## src/rtl/demux2_tdm_pkg.sv

```systemverilog
// Shared constants for the TDM demux and its serializer counterpart.
// Channel ids and default geometry live here so both sides agree.
package demux2_tdm_pkg;

    localparam logic CH0 = 1'b0;
    localparam logic CH1 = 1'b1;

    localparam int DEF_WIDTH = 8;
    localparam int DEF_DEPTH = 4;

    // Width needed to hold an occupancy of 0..depth inclusive.
    function automatic int cnt_w(input int depth);
        return $clog2(depth + 1);
    endfunction

endpackage

```

## src/rtl/demux_fifo.sv

```systemverilog
// Per-channel synchronous FIFO for the TDM demux.
// Head word is registered; the head reads as zero while empty.
module demux_fifo
    import demux2_tdm_pkg::*;
#(
    parameter int WIDTH = DEF_WIDTH,
    parameter int DEPTH = DEF_DEPTH
) (
    input  logic                       clk,
    input  logic                       rst_n,
    input  logic                       push,
    input  logic                       pop,
    input  logic [WIDTH-1:0]           din,
    output logic [WIDTH-1:0]           dout,
    output logic                       empty,
    output logic                       full,
    output logic [cnt_w(DEPTH)-1:0]    count
);

    localparam int AW = $clog2(DEPTH);
    localparam int CW = cnt_w(DEPTH);

    logic [WIDTH-1:0] mem [DEPTH];
    logic [AW-1:0]    wr_ptr;
    logic [AW-1:0]    rd_ptr;
    logic [CW-1:0]    cnt;
    logic             do_push;
    logic             do_pop;

    assign empty   = (cnt == '0);
    assign full    = (cnt == CW'(DEPTH));
    assign do_push = push & ~full;
    assign do_pop  = pop & ~empty;
    assign count   = cnt;
    assign dout    = empty ? '0 : mem[rd_ptr];

    // Storage write; contents need no reset since empty masks the head.
    always_ff @(posedge clk) begin
        if (do_push) begin
            mem[wr_ptr] <= din;
        end
    end

    // Pointer and occupancy bookkeeping; pointers wrap modulo DEPTH.
    always_ff @(posedge clk) begin
        if (!rst_n) begin
            wr_ptr <= '0;
            rd_ptr <= '0;
            cnt    <= '0;
        end else begin
            if (do_push) begin
                wr_ptr <= wr_ptr + 1'b1;
            end
            if (do_pop) begin
                rd_ptr <= rd_ptr + 1'b1;
            end
            unique case ({do_push, do_pop})
                2'b10:   cnt <= cnt + 1'b1;
                2'b01:   cnt <= cnt - 1'b1;
                default: cnt <= cnt;
            endcase
        end
    end

endmodule

```

## src/rtl/demux2_tdm.sv

```systemverilog
// Receive-side 1:2 demux: steers a time-multiplexed word stream
// into two per-channel FIFOs by Select or round-robin pointer.
module demux2_tdm
    import demux2_tdm_pkg::*;
#(
    parameter int WIDTH = DEF_WIDTH,
    parameter int DEPTH = DEF_DEPTH
) (
    input  logic                          Clk,
    input  logic                          Reset_n,
    input  logic [WIDTH-1:0]              In_data,
    input  logic                          In_valid,
    output logic                          In_ready,
    input  logic                          Select,
    input  logic                          Auto,
    input  logic                          Sync,
    output logic [WIDTH-1:0]              Out0_data,
    output logic                          Out0_valid,
    input  logic                          Out0_ready,
    output logic [WIDTH-1:0]              Out1_data,
    output logic                          Out1_valid,
    input  logic                          Out1_ready,
    output logic [$clog2(DEPTH+1)-1:0]    Count0,
    output logic [$clog2(DEPTH+1)-1:0]    Count1
);

    logic rr;
    logic dest;
    logic accept;
    logic full0;
    logic full1;
    logic empty0;
    logic empty1;

    // Sync overrides the pointer so a frame always starts on channel 0.
    always_comb begin
        dest = Select;
        if (Auto) begin
            dest = Sync ? CH0 : rr;
        end
    end

    assign In_ready   = (dest == CH1) ? ~full1 : ~full0;
    assign accept     = In_valid & In_ready;
    assign Out0_valid = ~empty0;
    assign Out1_valid = ~empty1;

    // Round-robin pointer: Sync realigns, accepts in Auto mode advance.
    always_ff @(posedge Clk) begin
        if (!Reset_n) begin
            rr <= CH0;
        end else if (Sync) begin
            rr <= accept ? CH1 : CH0;
        end else if (accept && Auto) begin
            rr <= ~rr;
        end
    end

    demux_fifo #(
        .WIDTH (WIDTH),
        .DEPTH (DEPTH)
    ) u_fifo0 (
        .clk   (Clk),
        .rst_n (Reset_n),
        .push  (accept && (dest == CH0)),
        .pop   (Out0_ready),
        .din   (In_data),
        .dout  (Out0_data),
        .empty (empty0),
        .full  (full0),
        .count (Count0)
    );

    demux_fifo #(
        .WIDTH (WIDTH),
        .DEPTH (DEPTH)
    ) u_fifo1 (
        .clk   (Clk),
        .rst_n (Reset_n),
        .push  (accept && (dest == CH1)),
        .pop   (Out1_ready),
        .din   (In_data),
        .dout  (Out1_data),
        .empty (empty1),
        .full  (full1),
        .count (Count1)
    );

endmodule

```

## config.mk

```make
export PLATFORM = sky130hd
export DESIGN_NAME = demux2_tdm
export DESIGN_NICKNAME = d
export VERILOG_FILES = /design/src/rtl/demux2_tdm_pkg.sv /design/src/rtl/demux_fifo.sv /design/src/rtl/demux2_tdm.sv
export SDC_FILE = /design/constraint.sdc
export NUM_CORES = 1
export LEC_CHECK = 0
export BUFFER_PORTS_ARGS = -buffer_cell sky130_fd_sc_hd__buf_2
export CAP_MARGIN = 20
export CORE_UTILIZATION = 25
export DETAILED_ROUTE_END_ITERATION = 10
export PLACE_DENSITY = 0.52
export SLEW_MARGIN = 0
export SYNTH_ARGS = -nofsm -noshare
export SYNTH_HDL_FRONTEND = slang
export SYNTH_HIERARCHICAL = 1
export SYNTH_SLANG_ARGS = --single-unit
```

## constraint.sdc

```tcl
create_clock -name Clk -period 4.9 [get_ports Clk]
set_input_delay 0.245 -clock Clk [delete_from_list [all_inputs] [get_ports Clk]]
set_output_delay 0.245 -clock Clk [all_outputs]
set_load 0.05 [all_outputs]
```

==> results.ini, run 1 <==
[global_route]
grt_pass1_vias=1987
grt_use_total_pct=9.50
antenna_found_initial=0
grt_max_degree=23
grt_pass1_wl_um=10300
grt-ovfl-total=0

[yosys]
syn_avg_cell_area_um2=15.8
synth_top_cell_area_share_pct=53.9
yosysWarnings=6
netlist_instances=226
yosysTopAreaCell=edfxtp_1
synth_nets=254
synth_seq_cells=83
ys_seq_area_share_pct=64.5
syn_area_mm2=0.00357
yosysUniqueCellTypes=35
synth.area.top_cells=edfxtp_1, dfxtp_1, mux4_2, ha_1, nor2b_1

[sta]
tns_ps=0
finClkSkew_ps=4.09
finalSetupViolCount=0
rsz0062_at_grt=false
fmax_mhz=392
finalCritPeriodShare_pct=52.0
whs_ps=207
min_period_ps=2550
slew_violations=0
relSlewSlack_pct=33.1
hold_viol_final=0
worst_slew_pin_slew_ps=998

[power_and_ir_drop]
power.share.sequential_pct=38.4
ir_worst_vdd_uv=293
combPwrFrac_pct=35.5
leakagePower_nw=1.46
sw_frac_of_total_pct=38.9
powerDensity_mw_per_mm2=563
clock_power_share_pct=26.1
power.switching_uw=921
finalPower_mw=2.37
internal_power_mw=1.45

[detailed_routing]
vias=1881
vias_per_cell=4.16
drtIter0Drc=124
wl_per_cell_um=14.2
wl_um=6420
dr.pass1.iters=4
drc_errors=0
ant_nets=0

[cts]
clk_pin_slew_ps=60
clock_path_buffers=2
cts-root-buf=clkbuf_16
numClockSinks=83
clock_latency_ps=330
cts_buffers=9
cts_resized=0
postCtsSetupBuffers=0
htreeDepth=3
postCtsHoldBufs=0
cts_tree=done

[final_layout]
diodes=0
final_cells=452
final_common_cell=edfxtp_1
final_net_count=295
drive_above_1_share_pct=29.4
fillers=1389
syn_to_final_growth_pct=17.9
post-route-util_pct=30.3
final_cell_mix=edfxtp_1, buf_2, nor2b_1, dfxtp_1, mux4_2

[floorplan]
ios=41
die_h_um=121
dieArea_mm2=0.0148
coreArea_mm2=0.0139
start_util_pct=25.7
die_w_um=121
rows=43

[status]
status=complete, no violations

[setup_path]
arrival_ps=2800
crit_type=reg2reg
cp_max_fo=13
cp-end-kind=register
required_ps=5150
start_kind=register
reg2reg_slack_ps=2350

[placement]
gp_congestion=0.658
port_buffers=40
place_hpwl_um=4400
dp_cells=436

[hold_path]
hp-class=in2reg

[run]
maxCapViolations=0

final timing paths:
| check | start | end | cells past startpoint |
|---|---|---|---|
| worst max-delay path | u_fifo1/count[1] | u_fifo1/count[2] | 8 |
| worst min-delay path | In_data[2] | u_fifo1/mem[2][2] | 1 |
| worst max register to register | u_fifo1/count[1] | u_fifo1/count[2] | 8 |
| worst min register to register | u_fifo0/rd_ptr[0] | u_fifo0/rd_ptr[0] | 2 |
state kept, by name (all words and copies together), names as in the netlist, named ones only:
register,flops
rr,1
u_fifo1/wr_ptr,2
u_fifo0/mem,32
u_fifo1/count,3
u_fifo1/rd_ptr,2
u_fifo0/rd_ptr,2
u_fifo1/mem,32
u_fifo0/wr_ptr,2
u_fifo0/count,3
critical path: stages (launching register included):
cell and delay, ps:
dfxtp_1 360, nor3_2 830, nor2b_1 180, ha_1 270, inv_1 80, fa_1 190
xor2_1 80, or3_1 300, a21boi_0 180
power by group through the flow:
stage                     logic (mW)  clock network (mW)  registers [mW]
after global placement         0.846                   0           0.925
final                          0.842               0.618           0.910
after floorplan                0.675                   0           0.937
after detailed placement       0.854                   0           0.930
after CTS                      0.857               0.641           0.915
after global routing           0.907               0.665           0.926
per-stage QoR:
stage               setup slack [ps]  instance area (um^2)
finish                          2350                  4210
global route                    2090                  4210
CTS                             2290                  4210
detailed placement              2310                  3930
global placement                2420                  3930
floorplan                       2210                  3570
cell type report:
type / instances / area (um^2) / share of cell area, %
repair buffers: 40 / 200 / 4.76
inverters: 14 / 52.6 / 1.25
multi-input cells: 119 / 1150 / 27.3
clock buffers: 10 / 229 / 5.44
well taps: 180 / 225 / 5.36
clock inverters: 6 / 48.8 / 1.16
flip-flops and latches: 83 / 2300 / 54.7
cells in the mapped netlist:
master     number
edfxtp_1       64
dfxtp_1        19
nor2b_1        19
mux4_2         16
nand2_1        15
inv_1          14
and2_1         12
ha_1           10
o21ai_0         8
mux2i_1         4
or3_1           4
a21boi_1        3
a21boi_0        2
buf_2           2
buf_4           2
buf_6           2
clkbuf_1        2
clkbuf_2        2
fa_1            2
nand3b_1        2
nand4bb_1       2
nor2b_4         2
nor3_2          2
nor3b_2         2
o21ai_1         2
xnor2_1         2
xor2_1          2
and3_4          1
and3b_1         1
nand2b_4        1
nand4b_1        1
nor2_1          1
nor3b_1         1
o211ai_1        1
o31ai_2         1
routing by layer:
metal  global-route usage (%)  wire length, um
met3                     3.90              332
met2                     15.3             3080
met4                     3.40               63
met5                        0                0
met1                     11.3             2940
cell families after synthesis:
family / count (synthesis) / share of synthesized area (%)
flops: 83 / 64.5
simple gates: 66 / 12.3
compound gates: 17 / 3.02
xor+xnor: 4 / 0.982
buf+inv: 24 / 3.30
fa+ha+maj: 12 / 4.63
mux: 20 / 11.2
(Power assumes the default switching activity.)
==> inputs of run 2 (changes only) <==
--- a/config.mk
+++ b/config.mk
@@ -5,6 +5,7 @@
 export SDC_FILE = /design/constraint.sdc
 export NUM_CORES = 1
 export LEC_CHECK = 0
+export ABC_AREA = 1
 export BUFFER_PORTS_ARGS = -buffer_cell sky130_fd_sc_hd__buf_2
 export CAP_MARGIN = 20
 export CORE_UTILIZATION = 25
==> constraint.sdc (replaced) <==
create_clock -name Clk -period 2.4 [get_ports Clk]
set_input_delay 0.12 -clock Clk [delete_from_list [all_inputs] [get_ports Clk]]
set_output_delay 0.12 -clock Clk [all_outputs]
set_load 0.05 [all_outputs]
==> results.ini, run 2 <==
[sta]
tns_ps=0
hold_viol_final=0
min_period_ps=2100
relSlewSlack_pct=61.1
whs_ps=61.9
finClkSkew_ps=8.78
finalSetupViolCount=0
fmax_mhz=476
rsz0062_at_grt=false
worst_slew_pin_slew_ps=583
finalCritPeriodShare_pct=87.5
slew_violations=0

[cts]
postCtsSetupBuffers=0
cts_buffers=9
clock_path_buffers=2
postCtsHoldBufs=0
clock_latency_ps=340
numClockSinks=83
cts-root-buf=clkbuf_16
cts_tree=done
clk_pin_slew_ps=60
cts_resized=0
htreeDepth=3

[global_route]
grt-ovfl-total=0
grt_use_total_pct=11.1
grt_pass1_wl_um=12400
grt_pass1_vias=2494
antenna_found_initial=0
grt_max_degree=17

[yosys]
synth-edff-count=64
netlist_instances=355
yosysMostFrequentCell=edfxtp_1
synth_seq_cells=83
ys.flop_type=edfxtp_1
syn_area_mm2=0.00371
syn_avg_cell_area_um2=10.5
synthTopCellsByCount=edfxtp_1, nor2_1, inv_1, nand2_1, nor2_2
yosysWarnings=6
yosysUniqueCellTypes=21
yosysTopAreaCell=edfxtp_1
async_reset_ff_share_pct=0
synth_nets=383
synth_top_cell_area_share_pct=51.8
synth.area.top_cells=edfxtp_1, dfxtp_1, nor2_1, nor2_2, inv_1
ys_seq_area_share_pct=62.1

[setup_path]
cp-endpoint=u_fifo0/count[1]
arrival_ps=2360
crit_type=reg2reg
critPathBufInv=2
reg2reg_slack_ps=300
r2r_start=u_fifo0/count[1]
cp.depth=10
r2r-end=u_fifo0/count[1]
slowest_delay_ps=410
cp_cell_sequence=nor2_2 -> nand2_1 -> inv_1 -> or2_4 -> nor2_2 -> nand2_2 -> ha_1 -> inv_1 -> fa_1 -> a21oi_1
cp_slowest_cell=fa_1
required_ps=2670
cp-end-kind=register
cp_max_fo=7
ff2ff_path_depth=10
critPathLaunch=u_fifo0/count[1]
critPathTopFamily=simple AND/OR/NAND/NOR gates
start_kind=register

[final_layout]
final_net_count=438
syn_to_final_growth_pct=19.4
regArea_mm2=0.00230
diodes=0
reg.largest.list=u_fifo0/mem x32, u_fifo1/mem x32
drive_above_1_share_pct=27.0
final_common_cell=edfxtp_1
fillers=1520
multiInputGateArea_mm2=0.00112
post-route-util_pct=30.6
final_cell_mix=edfxtp_1, nor2_1, inv_1, buf_2, nand2_1

[detailed_routing]
wl_um=7600
vias_per_cell=4.11
vias=2462
ant_nets=0
dr.pass1.iters=4
drc_errors=0
wl_per_cell_um=12.7
drtIter0Drc=140

[placement]
gp_congestion=0.763
port_buffers=40
place_hpwl_um=5320

[power_and_ir_drop]
internal_power_mw=3.05
leakagePower_nw=1.74
sw_frac_of_total_pct=43.9
powerDensity_mw_per_mm2=1230
clock_power_share_pct=25.2
power.share.sequential_pct=34.1
power.switching_mw=2.38
combPwrFrac_pct=40.7
ir_worst_vdd_uv=405

[floorplan]
rows=44
die_h_um=124
ios=41
die_w_um=124
dieArea_mm2=0.0153
coreArea_mm2=0.0145
start_util_pct=25.6

[hold_path]
hp-class=in2reg

[status]
status=complete, no violations

[run]
maxCapViolations=0

[run 2: through the flow]
stage	instances	area [um^2]	total power, mW	worst slack [ps]
final	599	4430	5.43	301
after CTS	599	4430	5.51	268
after floorplan	355	3710	3.63	106
after global routing	599	4430	5.76	71.5
after global placement	583	4130	4.09	388
after detailed placement	583	4130	4.12	296
[run 2: power groups by stage]
stage	Sequential (mW)	Clock, mW	Combinational, mW
after global routing	1.88	1.46	2.42
final	1.85	1.37	2.21
after floorplan	1.94	0	1.69
after global placement	1.88	0	2.21
after CTS	1.85	1.41	2.25
after detailed placement	1.88	0	2.23
[run 2: worst min-delay path by stage]
stage	from	end	slack [ps]	cells past startpoint
detailed placement	In_data[0]	u_fifo1/mem[2][0]	410	1
global placement	In_data[0]	u_fifo1/mem[2][0]	410	1
CTS	In_data[0]	u_fifo0/mem[2][0]	60	1
floorplan	In_data[0]	u_fifo0/mem[0][0]	220	0
global route	In_data[7]	u_fifo0/mem[0][7]	80	1
finish	In_data[0]	u_fifo0/mem[2][0]	60	1
[run 2: layout make-up]
class	instances	area share, %
multi-input cells	215	25.4
well taps	184	5.20
clock inverters	7	1.67
flip-flops and latches	83	52.0
inverters	49	4.15
repair buffers	52	6.55
clock buffers	9	5.08
[run 2: metal layers]
layer / vias up / global-route usage, % / wire length, um
met1: 1134 / 13.6 / 3500
met3: 5 / 3.62 / 322
li1: 1279 / - / -
met4: 0 / 3.39 / 44
met2: 44 / 18.3 / 3730
met5: - / 0 / 0
[run 2: cells by family (layout without fill, tap and decap cells)]
group	after synthesis	count (layout)	share of synthesized area, %
AND/OR/NAND/NOR	140	140	17.2
flip-flops	83	83	62.1
AO/OA/AOI/OAI	63	63	8.60
buffers and inverters	57	117	7.66
adder cells (fa/ha/maj)	12	12	4.45
[run 2: worst reg2reg max path, delay by kind of cell (launching register included)]
| kind | cells | cell delay [ps] |
|---|---|---|
| buf+inv | 2 | 160 |
| compound gates | 1 | 150 |
| simple gates | 5 | 690 |
| fa+ha+maj | 2 | 640 |
| flops | 1 | 380 |
